[config.mk]
export PLATFORM = sky130hd
export DESIGN_NAME = compr_byte_packer
export DESIGN_NICKNAME = d
export VERILOG_FILES = /design/src/rtl/compr_byte_packer.sv
export SDC_FILE = /design/constraint.sdc
export NUM_CORES = 1
export LEC_CHECK = 0
export CAP_MARGIN = 20
export CORE_MARGIN = 1.5
export CORE_UTILIZATION = 50
export DETAILED_ROUTE_END_ITERATION = 16
export GPL_TIMING_DRIVEN = 0
export PLACE_DENSITY = 0.77
export SLEW_MARGIN = 25
export SYNTH_ARGS = -nofsm -noshare
export SYNTH_HDL_FRONTEND = slang
export SYNTH_SLANG_ARGS = --single-unit
[constraint.sdc]
create_clock -name clock -period 2.9 [get_ports clock]
set_input_delay 0.58 -clock clock [delete_from_list [all_inputs] [get_ports clock]]
set_output_delay 0.58 -clock clock [all_outputs]
set_load 0.03 [all_outputs]
[src/rtl/compr_byte_packer.sv]
// Packs 1-16 bit code words LSB-first into bytes and writes them into the compr_ram ring.
// Define COMPR_PACK_STATS_EN to add the stall_cycles output.
module compr_byte_packer #(
    parameter int unsigned ADDR_W = 9,
    parameter int unsigned CODE_W = 16,
    parameter int unsigned FCNT_W = 16
) (
    input  logic              clock,
    input  logic              reset_n,
    input  logic              code_valid,
    output logic              code_ready,
    input  logic [CODE_W-1:0] code_data,
    input  logic [4:0]        code_len,
    input  logic              frame_end,
    input  logic [ADDR_W-1:0] rd_ptr,
    output logic [7:0]        ram_data,
    output logic [ADDR_W-1:0] ram_wraddress,
    output logic              ram_wren,
    output logic              frame_done,
    output logic [FCNT_W-1:0] frame_bytes
`ifdef COMPR_PACK_STATS_EN
    ,
    output logic [15:0]       stall_cycles
`endif
);

    localparam int unsigned ACC_W = CODE_W + 8;

    typedef enum logic [1:0] {
        ST_PACK,
        ST_FLUSH,
        ST_DONE
    } state_t;

    state_t              state_q, state_d;
    logic [ACC_W-1:0]    acc_q, acc_d;
    logic [4:0]          cnt_q, cnt_d;
    logic [ADDR_W-1:0]   wr_ptr_q, wr_ptr_d;
    logic [FCNT_W-1:0]   bcnt_q, bcnt_d;
    logic                code_ready_q;
    logic [7:0]          ram_data_q;
    logic [ADDR_W-1:0]   ram_wraddress_q;
    logic                ram_wren_q;
    logic                frame_done_q;
    logic [FCNT_W-1:0]   frame_bytes_q, frame_bytes_d;

    logic [4:0]          len_eff;
    logic [CODE_W-1:0]   code_mask;
    logic [ACC_W-1:0]    code_shift;
    logic [ADDR_W-1:0]   wr_inc;
    logic                full;
    logic                accept;
    logic                emit_whole;
    logic                emit_pad;
    logic                emit;

    assign len_eff = (code_len > 5'(CODE_W)) ? 5'(CODE_W) : code_len;

    always_comb begin
        code_mask = '0;
        for (int unsigned i = 0; i < CODE_W; i++) begin
            code_mask[i] = (i < 32'(len_eff));
        end
    end

    assign code_shift = ACC_W'(code_data & code_mask) << cnt_q;
    assign wr_inc     = wr_ptr_q + ADDR_W'(1);
    assign full       = (wr_inc == rd_ptr);
    // code_ready_q is only ever high in PACK with cnt < 8, so accept never overlaps an emit
    assign accept     = code_valid & code_ready_q;
    assign emit       = emit_whole | emit_pad;

    always_comb begin
        state_d       = state_q;
        acc_d         = acc_q;
        cnt_d         = cnt_q;
        wr_ptr_d      = wr_ptr_q;
        bcnt_d        = bcnt_q;
        frame_bytes_d = frame_bytes_q;
        emit_whole    = 1'b0;
        emit_pad      = 1'b0;

        case (state_q)
            ST_PACK: begin
                if (accept) begin
                    acc_d = acc_q | code_shift;
                    cnt_d = cnt_q + len_eff;
                    if (frame_end) begin
                        state_d = ST_FLUSH;
                    end
                end else if (cnt_q >= 5'd8 && !full) begin
                    emit_whole = 1'b1;
                end
            end
            ST_FLUSH: begin
                if (cnt_q >= 5'd8) begin
                    emit_whole = !full;
                end else if (cnt_q != 5'd0) begin
                    emit_pad = !full;
                end else begin
                    state_d = ST_DONE;
                end
            end
            ST_DONE: begin
                state_d = ST_PACK;
                bcnt_d  = '0;
            end
            default: begin
                state_d = ST_PACK;
            end
        endcase

        if (emit_whole) begin
            acc_d = acc_q >> 8;
            cnt_d = cnt_q - 5'd8;
        end
        if (emit_pad) begin
            acc_d = '0;
            cnt_d = '0;
        end
        if (emit) begin
            wr_ptr_d = wr_inc;
            bcnt_d   = (&bcnt_q) ? bcnt_q : bcnt_q + FCNT_W'(1);
        end
        if (state_d == ST_DONE) begin
            frame_bytes_d = bcnt_d;
        end
    end

    always_ff @(posedge clock) begin
        if (!reset_n) begin
            state_q         <= ST_PACK;
            acc_q           <= '0;
            cnt_q           <= '0;
            wr_ptr_q        <= '0;
            bcnt_q          <= '0;
            code_ready_q    <= 1'b0;
            ram_data_q      <= '0;
            ram_wraddress_q <= '0;
            ram_wren_q      <= 1'b0;
            frame_done_q    <= 1'b0;
            frame_bytes_q   <= '0;
        end else begin
            state_q         <= state_d;
            acc_q           <= acc_d;
            cnt_q           <= cnt_d;
            wr_ptr_q        <= wr_ptr_d;
            bcnt_q          <= bcnt_d;
            code_ready_q    <= (state_d == ST_PACK) && (cnt_d < 5'd8);
            ram_data_q      <= emit ? acc_q[7:0] : ram_data_q;
            ram_wraddress_q <= emit ? wr_ptr_q : ram_wraddress_q;
            ram_wren_q      <= emit;
            frame_done_q    <= (state_d == ST_DONE);
            frame_bytes_q   <= frame_bytes_d;
        end
    end

`ifdef COMPR_PACK_STATS_EN
    logic [15:0] stall_q;
    logic        stall_pend;

    assign stall_pend = full && (((state_q == ST_PACK) && (cnt_q >= 5'd8)) ||
                                 ((state_q == ST_FLUSH) && (cnt_q != 5'd0)));

    always_ff @(posedge clock) begin
        if (!reset_n) begin
            stall_q <= '0;
        end else if (stall_pend && !(&stall_q)) begin
            stall_q <= stall_q + 16'd1;
        end
    end

    assign stall_cycles = stall_q;
`endif

    assign code_ready    = code_ready_q;
    assign ram_data      = ram_data_q;
    assign ram_wraddress = ram_wraddress_q;
    assign ram_wren      = ram_wren_q;
    assign frame_done    = frame_done_q;
    assign frame_bytes   = frame_bytes_q;

endmodule

==> metrics.csv <==
metric,value,unit
Area Overhead vs Synth,23.5,%
sequential power share,0.353,
DP Wirelength,10.9,mm
total CTS buffers,9,
Cell Pwr Density,684,mW/mm²
Post-synth EDFFs,0,
Post-layout nets,773,
clock network power share,0.196,
worst hold start,frame_bytes[7],
worst hold path class,flop to flop,
DR vias,5097,
diode count,0,
post-route ant nets,0,
DP Cell Count,849,
Ys Warns,0,
flop2flop setup slack,0.18,ns
number of global-route vias before repair,4633,
switching share of power,0.409,
"IR drop worst, VDD",0.458,mV
Psw,1.78,mW
fraction of layout cells with a size suffix above 1,0.0897,
"Req. time, crit path",3.12,ns
die area,0.0109,mm²
largest net degree at the start of global routing,20,
pre-CTS worst setup slack,-0.818,ns
Root Driver,clkbuf_8,
cell-internal power,2.57,mW
CP Launch Point,rd_ptr[2],
r2r endpoint,bcnt_q[11],
"Arr. time, crit path",3.03,ns
drt total wl,14.3,mm
# fillers,856,
fin. max-slew vios,0,
CTS clock-pin slew for the worst setup and hold paths,0.10,ns
R2R depth,10,
clock tree buffer depth,2,
clock sink total,92,
reg2reg start,wr_ptr_q[0],
Max Cap Viol,0,
Yosys cell types,63,
fin worst setup slack,0.0885,ns
clock tree from TritonCTS,built,
f_max,0.356,GHz
critical path class,input pin to flop,
Tcrit/Tclk final,0.969,
ys flop type,dfxtp_1,
Startpoint Class,input pin,
IO buf count,68,
asr flop ratio synth,0,
Combinational Power Share,0.451,
area fraction of the dominant cell type after synthesis,0.357,
Post-Syn Nets,690,
first-pass GRT wire length,23.3,mm
cts hold-fix bufs,0,
RSZ-0062 raised after global routing,false,
io pins,70,
outcome,"finished, final reports clean",
Global Route Usage Sum,0.259,
initial antenna violation count,0,
Hold Path Cell Cnt,2,
area of the core,0.00986,mm²
H-tree Lvls,3,
Horiz. Die Dim,105,µm
"Power, Total",4.35,mW
Vias/cell,5.87,
Iter 0 DRT Violations,317,
Worst-Skew Late Latency,0.37,ns
Worst Max-Slew Pin Slew,0.788,ns
routability cong.,0.903,
starting density of the core,0.522,
footprint of the multi-input gates,0.00314,mm²
Setup-failing EPs final,0,
chip height,105,µm
Worst slew margin,0.471,
gr ovfl total,0,
Syn Inst Count,648,
Final min period,2.81,ns
Initial DRT Pass Iterations,6,
top cells by area in the synthesized netlist,"dfxtp_1, mux2i_1, nor2_1",
Worst Skew,0.0252,ns
"Hold Violations, Final",0,
Leakage Power,2.41,nW
Mapped Area,0.00515,mm²
Setup crit end kind,flop,
num rows,36,
Wirelength per Cell,16.5,µm
sequential area share after synthesis,0.357,
DRC,0,
syn avg cell area,7.95,µm²
"FF+latch count, synth",92,
FF+latch area,0.00185,mm²
Finished Layout Cells,869,
Synth area leader,dfxtp_1,
Hold Path Sink,frame_bytes[7],
crit path max fanout,10,
worst max-delay path by stage:
stage,end,cells after the start
after floorplan,code_ready,13
after global placement,code_ready,14
after detailed placement,code_ready,14
after CTS,ram_data[3],10
after global routing,ram_data[3],10
final,ram_data[3],10
Yosys cell counts, types with 3 or more instances:
library cell   n
o41ai_1        4
ha_1           7
or3_1         12
a31oi_1       11
o21a_1         6
nand2b_1       7
nor3b_1        3
nor2b_1        9
o22ai_1        3
or2_2          3
a31o_2         3
a221oi_1       6
o211ai_1      11
o21ai_0       37
buf_1          4
inv_1          8
and3_1         7
a21oi_1       52
a211oi_1      18
nor2_1        88
dfxtp_1       92
nand4_1        6
a22o_1         3
and4_1         3
xor2_1        10
nor3_1        13
buf_4          5
clkbuf_1      31
a21o_1         7
nand3_1       26
buf_2          4
nand2_1       60
a22oi_1        4
mux2i_1       35
xnor2_1        8
per-layer routing:
layer,up-vias,wire length [µm],GRT usage
met1,2429,6800,0.364
li1,2518,-,-
met2,144,6740,0.421
met3,6,686,0.0426
met5,-,0,0
met4,0,92,0.0476
placed cells by master (no fill, tap or decap), types with 7 or more instances in the layout:
cell	count
or3_1	12
a31oi_1	11
a21o_1	7
nor2b_1	9
nand2b_1	7
o21ai_0	36
clkbuf_1	24
nor2_1	88
xnor2_1	8
clkbuf_8	11
inv_1	8
and3_1	7
mux2i_1	34
clkdlybuf4s50_1	66
dfxtp_1	90
a21oi_1	51
nor3_1	11
nand2_1	59
xor2_1	9
a211oi_1	16
o211ai_1	11
nand3_1	26
sequential cells by signal, summed over array words and instances (netlist names):
| register | flops |
|---|---|
| acc_q | 24 |
| bcnt_q | 16 |
| frame_bytes | 16 |
| ram_wraddress | 9 |
| wr_ptr_q | 9 |
| ram_data | 8 |
| cnt_q | 5 |
| state_q | 2 |
| code_ready | 1 |
| frame_done | 1 |
| ram_wren | 1 |
kinds of logic (layout without fill, tap and decap cells):
logic type,Yosys count,count (layout),share of synthesized area
AOI/OAI and AO/OA,185,185,0.232
xor gates and xnor gates,18,18,0.0306
adders and majority gates,8,8,0.0209
buffers and inverters,55,143,0.0476
DFF,92,92,0.357
muxes,39,39,0.0796
and+or+nand+nor,251,251,0.231
stage by stage:
| step | utilization | cell area, µm² | TNS, ns | hold slack, ns |
|---|---|---|---|---|
| global route | 0.645 | 6360 | 0 | 0.487 |
| global placement | 0.608 | 6000 | -16.11 | 0.441 |
| detailed placement | 0.608 | 6000 | -20.41 | 0.445 |
| finish | 0.645 | 6360 | 0 | 0.466 |
| floorplan | - | 5150 | 0 | 0.439 |
| CTS | 0.634 | 6250 | 0 | 0.464 |
final cells by class:
| class | instances | area share |
|---|---|---|
| plain buffers | 46 | 0.0395 |
| clock buffers | 9 | 0.0195 |
| clock inverters | 7 | 0.0120 |
| inverters | 9 | 0.00531 |
| multi-input cells | 501 | 0.494 |
| flip-flops and latches | 92 | 0.290 |
| well taps | 133 | 0.0262 |
| repair buffers | 72 | 0.113 |
critical path, stage by stage:
cell	delay [ns]
clkdlybuf4s50_1	0.48
xor2_1	0.17
o2111ai_1	0.17
o21ai_0	0.13
or4_4	0.60
o211ai_4	0.29
buf_6	0.18
buf_8	0.16
mux2i_1	0.20
nor2_1	0.06
power by group through the flow:
stage	Combinational, mW	Sequential [mW]	Clock, mW
2_1_floorplan	1.23	1.62	0
3_3_place_gp	1.75	1.55	0
3_5_place_dp	1.79	1.55	0
4_1_cts	1.83	1.53	0.862
5_1_grt	2.15	1.55	0.920
6_report	1.96	1.54	0.852
repair_timing:
item,4_1_cts,5_1_grt
pin swaps,0,1
buffers inserted,0,3
setup endpoints to repair,35,61
gates cloned,0,1
gates resized for setup,13,28
(Power assumes the default switching activity.)
